--- src/rtl/spm_pkg.sv ---
// Shared definitions for the signed-multiplier requester: FSM state
// encoding and the default operand width / watchdog limit.
package spm_pkg;

  localparam int SPM_DEFAULT_WIDTH   = 32;
  localparam int SPM_DEFAULT_TIMEOUT = 80;

  typedef enum logic [1:0] {
    IDLE  = 2'd0,
    BUSY  = 2'd1,
    RESP  = 2'd2,
    DRAIN = 2'd3
  } spm_state_e;

endpackage

--- src/rtl/spm_wdog.sv ---
// Watchdog for the BUSY phase of spm_requester.
// Counts enabled cycles since the last clear. 'expired' is high during the
// TIMEOUT-th enabled cycle, which is the cycle the counter value reaches
// TIMEOUT once that cycle is included.
module spm_wdog import spm_pkg::*; #(
  parameter int TIMEOUT = SPM_DEFAULT_TIMEOUT
) (
  input  logic clk,
  input  logic rst,
  input  logic clr,
  input  logic en,
  output logic expired
);

  localparam int CW = (TIMEOUT < 2) ? 1 : $clog2(TIMEOUT + 1);

  logic [CW-1:0] cnt_q, cnt_d;

  // Next count: clear wins over increment.
  always_comb begin
    cnt_d = cnt_q;
    if (clr) begin
      cnt_d = '0;
    end else if (en) begin
      cnt_d = cnt_q + 1'b1;
    end
  end

  // Counter register.
  always_ff @(posedge clk or posedge rst) begin
    if (rst) begin
      cnt_q <= '0;
    end else begin
      cnt_q <= cnt_d;
    end
  end

  assign expired = en && (cnt_q == CW'(TIMEOUT - 1));

endmodule

--- src/rtl/spm_requester.sv ---
// spm_requester: valid/ready front end for a start/done signed multiplier.
// Accepts an operand pair, holds spm_start high until the multiplier reports
// done, presents the product until it is consumed, then waits for done to
// drop before accepting the next pair.
// Optional feature: define SPM_TIMEOUT_EN to abort a BUSY phase that lasts
// TIMEOUT cycles; the aborted result is rsp_prod=0 with rsp_err=1.
//
// state | meaning
// IDLE  | ready for a new operand pair (req_ready=1)
// BUSY  | spm_start high, waiting for spm_done (or watchdog)
// RESP  | rsp_valid high, holding result until rsp_ready
// DRAIN | spm_start low, waiting for the multiplier to drop spm_done
module spm_requester import spm_pkg::*; #(
  parameter int WIDTH   = SPM_DEFAULT_WIDTH,
  parameter int TIMEOUT = SPM_DEFAULT_TIMEOUT
) (
  input  logic               clk,
  input  logic               rst,
  input  logic               req_valid,
  output logic               req_ready,
  input  logic [WIDTH-1:0]   req_mc,
  input  logic [WIDTH-1:0]   req_mp,
  output logic               rsp_valid,
  input  logic               rsp_ready,
  output logic [2*WIDTH-1:0] rsp_prod,
  output logic               rsp_err,
  output logic [WIDTH-1:0]   spm_mc,
  output logic [WIDTH-1:0]   spm_mp,
  output logic               spm_start,
  input  logic [2*WIDTH-1:0] spm_prod,
  input  logic               spm_done
);

  if (TIMEOUT < 1) begin : g_bad_timeout
    $error("spm_requester: TIMEOUT must be at least 1");
  end

  spm_state_e         state_q, state_d;
  logic [WIDTH-1:0]   spm_mc_q, spm_mc_d;
  logic [WIDTH-1:0]   spm_mp_q, spm_mp_d;
  logic [2*WIDTH-1:0] rsp_prod_q, rsp_prod_d;

`ifdef SPM_TIMEOUT_EN
  logic rsp_err_q, rsp_err_d;
  logic wd_clr, wd_expired;

  spm_wdog #(
    .TIMEOUT (TIMEOUT)
  ) u_wdog (
    .clk     (clk),
    .rst     (rst),
    .clr     (wd_clr),
    .en      (state_q == BUSY),
    .expired (wd_expired)
  );
`endif

  // Next state and datapath loads; everything holds unless a transition fires.
  always_comb begin
    state_d    = state_q;
    spm_mc_d   = spm_mc_q;
    spm_mp_d   = spm_mp_q;
    rsp_prod_d = rsp_prod_q;
`ifdef SPM_TIMEOUT_EN
    rsp_err_d  = rsp_err_q;
    wd_clr     = 1'b0;
`endif
    unique case (state_q)
      IDLE: begin
        if (req_valid) begin
          spm_mc_d = req_mc;
          spm_mp_d = req_mp;
          state_d  = BUSY;
`ifdef SPM_TIMEOUT_EN
          wd_clr   = 1'b1;
`endif
        end
      end
      BUSY: begin
        // A real done in the same cycle as expiry still delivers the product.
        if (spm_done) begin
          rsp_prod_d = spm_prod;
          state_d    = RESP;
`ifdef SPM_TIMEOUT_EN
          rsp_err_d  = 1'b0;
        end else if (wd_expired) begin
          rsp_prod_d = '0;
          rsp_err_d  = 1'b1;
          state_d    = RESP;
`endif
        end
      end
      RESP: begin
        if (rsp_ready) begin
          state_d = DRAIN;
        end
      end
      DRAIN: begin
        // The multiplier may still show done from the finished operation.
        if (!spm_done) begin
          state_d = IDLE;
        end
      end
      default: begin
        state_d = IDLE;
      end
    endcase
  end

  // State and datapath registers.
  always_ff @(posedge clk or posedge rst) begin
    if (rst) begin
      state_q    <= IDLE;
      spm_mc_q   <= '0;
      spm_mp_q   <= '0;
      rsp_prod_q <= '0;
    end else begin
      state_q    <= state_d;
      spm_mc_q   <= spm_mc_d;
      spm_mp_q   <= spm_mp_d;
      rsp_prod_q <= rsp_prod_d;
    end
  end

`ifdef SPM_TIMEOUT_EN
  // Error flag travels with the product it qualifies.
  always_ff @(posedge clk or posedge rst) begin
    if (rst) begin
      rsp_err_q <= 1'b0;
    end else begin
      rsp_err_q <= rsp_err_d;
    end
  end

  assign rsp_err = rsp_err_q;
`else
  assign rsp_err = 1'b0;
`endif

  // Handshake and start are decoded from the state register so that an
  // asynchronous reset drops spm_start immediately.
  assign req_ready = (state_q == IDLE);
  assign spm_start = (state_q == BUSY);
  assign rsp_valid = (state_q == RESP);
  assign rsp_prod  = rsp_prod_q;
  assign spm_mc    = spm_mc_q;
  assign spm_mp    = spm_mp_q;

endmodule

--- config.mk ---
export PLATFORM = sky130hd
export DESIGN_NAME = spm_requester
export DESIGN_NICKNAME = d
export VERILOG_FILES = /design/src/rtl/spm_pkg.sv /design/src/rtl/spm_wdog.sv /design/src/rtl/spm_requester.sv
export SDC_FILE = /design/constraint.sdc
export NUM_CORES = 1
export LEC_CHECK = 0
export CAP_MARGIN = 40
export CORE_MARGIN = 4
export CORE_UTILIZATION = 32
export CTS_CLUSTER_DIAMETER = 40
export DETAILED_ROUTE_END_ITERATION = 12
export PLACE_DENSITY = 0.77
export SYNTH_ARGS = -nofsm -noshare
export SYNTH_HDL_FRONTEND = slang
export SYNTH_SLANG_ARGS = --single-unit
--- constraint.sdc ---
create_clock -name clk -period 3.85 [get_ports clk]
set_clock_uncertainty 0.1 [all_clocks]
set_input_delay 0.5775 -clock clk [delete_from_list [all_inputs] [get_ports clk]]
set_output_delay 0.5775 -clock clk [all_outputs]
set_load 0.02 [all_outputs]
==> metrics.md <==
| Metric | Value |
|---|---|
| Status | `completed` |
| Setup WS post-layout | `between 1 and 1.5 ns` |
| CTS Hold Bufs | `0` |
| Maximum clock insertion buffer count | `2` |
| Final setup fails | `0` |
| Critical path launch point type | `flip-flop` |
| Die area | `17900 µm²` |
| Reg power frac | `0.321` |
| Switch share | `0.340` |
| Syn_nets | `425` |
| DRT iter0 DRCs | `82` |
| Period utilization | `0.652` |
| Hold depth | `1` |
| Count of nets after finishing | `695` |
| Skew-Pair Late Insertion Delay | `roughly 0.40 ns` |
| Max transition margin | `0.421` |
| Synth warnings | `0` |
| HP Class | `flip-flop to flip-flop` |
| Total number of vias | `approximately 3400` |
| Ant. Diodes | `0` |
| Post-Place Cells | `750` |
| Largest stage delay on the critical path | `0.66 ns` |
| Syn Area/Cell | `about 18 µm²` |
| CTS tree | `done` |
| Async SR Flop Fraction | `1.00` |
| Post-Layout Cell Count | `between 700 and 800` |
| H-Tree Depth | `4` |
| Initial antenna violation count | `0` |
| Netlist cell types | `14` |
| Number of remaining DRC errors | `0` |
| Vias in the first global route | `3945` |
| RSZ-0062 raised after global routing | `no` |
| Mapped cell area | `~5000 µm²` |
| Gr usage total | `0.149` |
| Placed cell areas | `7800 µm²` |
| Power Density | `910 nW/µm²` |
| Initial Util | `0.330` |
| Crit path kind | `flip-flop to output port` |
| Port Buffers | `about 260` |
| Via-per-instance ratio | `approximately 4.4` |
| Final Instance Area | `~8300 µm²` |
| Total CTS buffers | `17` |
| Clock root buffer | `clkbuf_16` |
| Minimum clock period | `roughly 2.5 ns` |
| Endpoint, Worst Hold | `rsp_prod[41]` |
| GP Congestion | `~0.73` |
| Crit-path max FO | `3` |
| Clock network power share | `0.189` |
| Pre-CTS setup slack | `1.38 ns` |
| Peak supply drop | `just over 0.4 mV` |
| Final WL | `roughly 13000 µm` |
| R2R depth | `4` |
| Seq/Total Area, Yosys | `0.644` |
| Comb power frac | `0.490` |
| P&R area growth vs syn | `64.7%` |
| Final hold violations | `0` |
| Endpoint class of the critical path | `output port` |
| Share of cells above drive strength 1 | `0.280` |
| P_sw | `2.58 mW` |
| Mapped Cells | `288` |
| Final core utilization | `0.543` |
| Synth area leaders | `dfrtp_1 (64%), mux2_2 (26%), mux2_4 (3.3%), clkbuf_8 (3.0%), ha_1 (0.99%)` |
| Worst path cell trace | `inv_1, ha_1, clkdlybuf4s50_1` |
| Post-synth top area cell | `dfrtp_1` |
| Core region area | `~15000 µm²` |
| Die Ht | `about 130 µm` |
| Total of max-cap violations | `0` |
| Final Max Tran Viols | `0` |
| DIE WIDTH | `between 100 and 150 µm` |
| First-pass GRT wire length | `approximately 21000 µm` |
| Leak Pwr | `3.52 nW` |
| # fillers | `about 1300` |
| IO Pins | `about 270` |
| R2R setup slack | `about 1.8 ns` |
| EDFF count, synth | `0` |
| HP Start | `rsp_prod[41]` |
| Top-count cell post-synth | `dfrtp_1` |
| Worst path slowest cell | `clkdlybuf4s50_1` |
| DP HPWL | `about 9600 µm` |
| Critical R2R Capture | `spm_mp[11]` |
| Final total negative setup slack | `0 ns` |
| Routed len/inst | `approximately 17 µm` |
| #FFs+latches synth | `130` |
| Pre-antenna DRT Iters | `4` |
| Peak Freq | `0.398 GHz` |
| Post-synth top cells | `dfrtp_1 (130), mux2_2 (118), clkbuf_8 (11), mux2_4 (11), inv_1 (5)` |
| Pin count of the biggest net entering global routing | `131` |
| # resized after CTS | `0` |
| Pint | `4.99 mW` |
| Worst path required time | `~3.2 ns` |
| Main flop type after synthesis | `dfrtp_1` |
| Reg2reg start | `state_q[0]` |
| Routed Antenna Nets | `0` |
| Num rows | `45` |
| Worst Tran Pin Value | `between 0.8 and 0.9 ns` |
| Synth top area share | `0.644` |
| Setup Buffers After CTS | `0` |
| CTS clk-pin slew, worst paths | `about 0.05 ns` |
| CTS sink cnt | `130` |
| CP arrival | `about 1.8 ns` |
| Grt ovf | `0` |
registers in the layout (all words and copies together), names as in the netlist:
signal,flops
spm_mp,32
rsp_prod,64
state_q,2
spm_mc,32
worst max-delay path: cells and delay by family (launching register included):
kind	cells	cell delay, ns
DFF	1	0.40
adders and majority gates	1	0.26
buffers and inverters	2	0.77
power by group through the flow:
stage	registers [mW]	logic (mW)	clock network (mW)
final	2.43	3.71	1.43
after global routing	2.53	3.92	1.54
after CTS	2.44	3.77	1.48
after detailed placement	2.45	3.75	0
after global placement	2.42	3.68	0
after floorplan	3.28	1.13	0
area by class of cell:
| class | instances | area [µm²] | share of cell area |
|---|---|---|---|
| inverter | 5 | 22.5 | 0.00271 |
| timing repair buffer | 264 | 2650 | 0.319 |
| tap | 211 | 264 | 0.0317 |
| clock buffer | 22 | 454 | 0.0546 |
| multi-input combinational | 140 | 1610 | 0.193 |
| sequential | 130 | 3250 | 0.391 |
| clock inverter | 7 | 62.6 | 0.00752 |
how the worst max path moves through the flow:
stage | start | to | slack [ns]
2_1_floorplan | rst | rsp_prod[0] | 1.56
4_1_cts | state_q[0] | req_ready | 1.29
3_5_place_dp | req_valid | spm_mc[30] | 1.38
6_report | state_q[0] | req_ready | 1.34
3_3_place_gp | req_valid | spm_mc[17] | 1.42
5_1_grt | state_q[0] | req_ready | 1.25
per-layer routing:
layer | wire (µm) | track usage | up-vias
met5 | 0 | 0 | -
met3 | 1390 | 0.0736 | 24
li1 | - | - | 1546
met1 | 4790 | 0.166 | 1679
met2 | 6380 | 0.244 | 176
met4 | 324 | 0.0606 | 0
per-stage QoR:
stage / hold slack (ns) / power [mW]
2_1_floorplan: 0.434 / 4.41
3_3_place_gp: 0.386 / 6.10
3_5_place_dp: 0.391 / 6.20
4_1_cts: 0.404 / 7.69
5_1_grt: 0.418 / 7.99
6_report: 0.401 / 7.57
kinds of logic (layout without fill, tap and decap cells):
logic type / Yosys count / after routing / share of synthesized area
other cells: 1 / 1 / 0.000743
simple gates: 3 / 3 / 0.00545
compound gates: 2 / 2 / 0.00446
flops: 130 / 130 / 0.644
mux: 130 / 130 / 0.298
buf+inv: 18 / 298 / 0.0374
fa+ha+maj: 4 / 4 / 0.00991
cells in the final DEF, fill, tap and decap left out, drive strengths merged:
cell type / netlist / final
a21boi: 1 / 1
mux2i: 1 / 1
nand3: 1 / 1
inv: 5 / 4
buf: 2 / 1
clkinv: 0 / 5
clkdlybuf4s50: 0 / 263
bufinv: 0 / 1
o221ai: 1 / 1
conb: 1 / 1
clkinvlp: 0 / 2
clkbuf: 11 / 22
mux2: 129 / 129
ha: 4 / 4
dfrtp: 130 / 130
nand2: 2 / 2
Power figures use the tool's default switching activity.
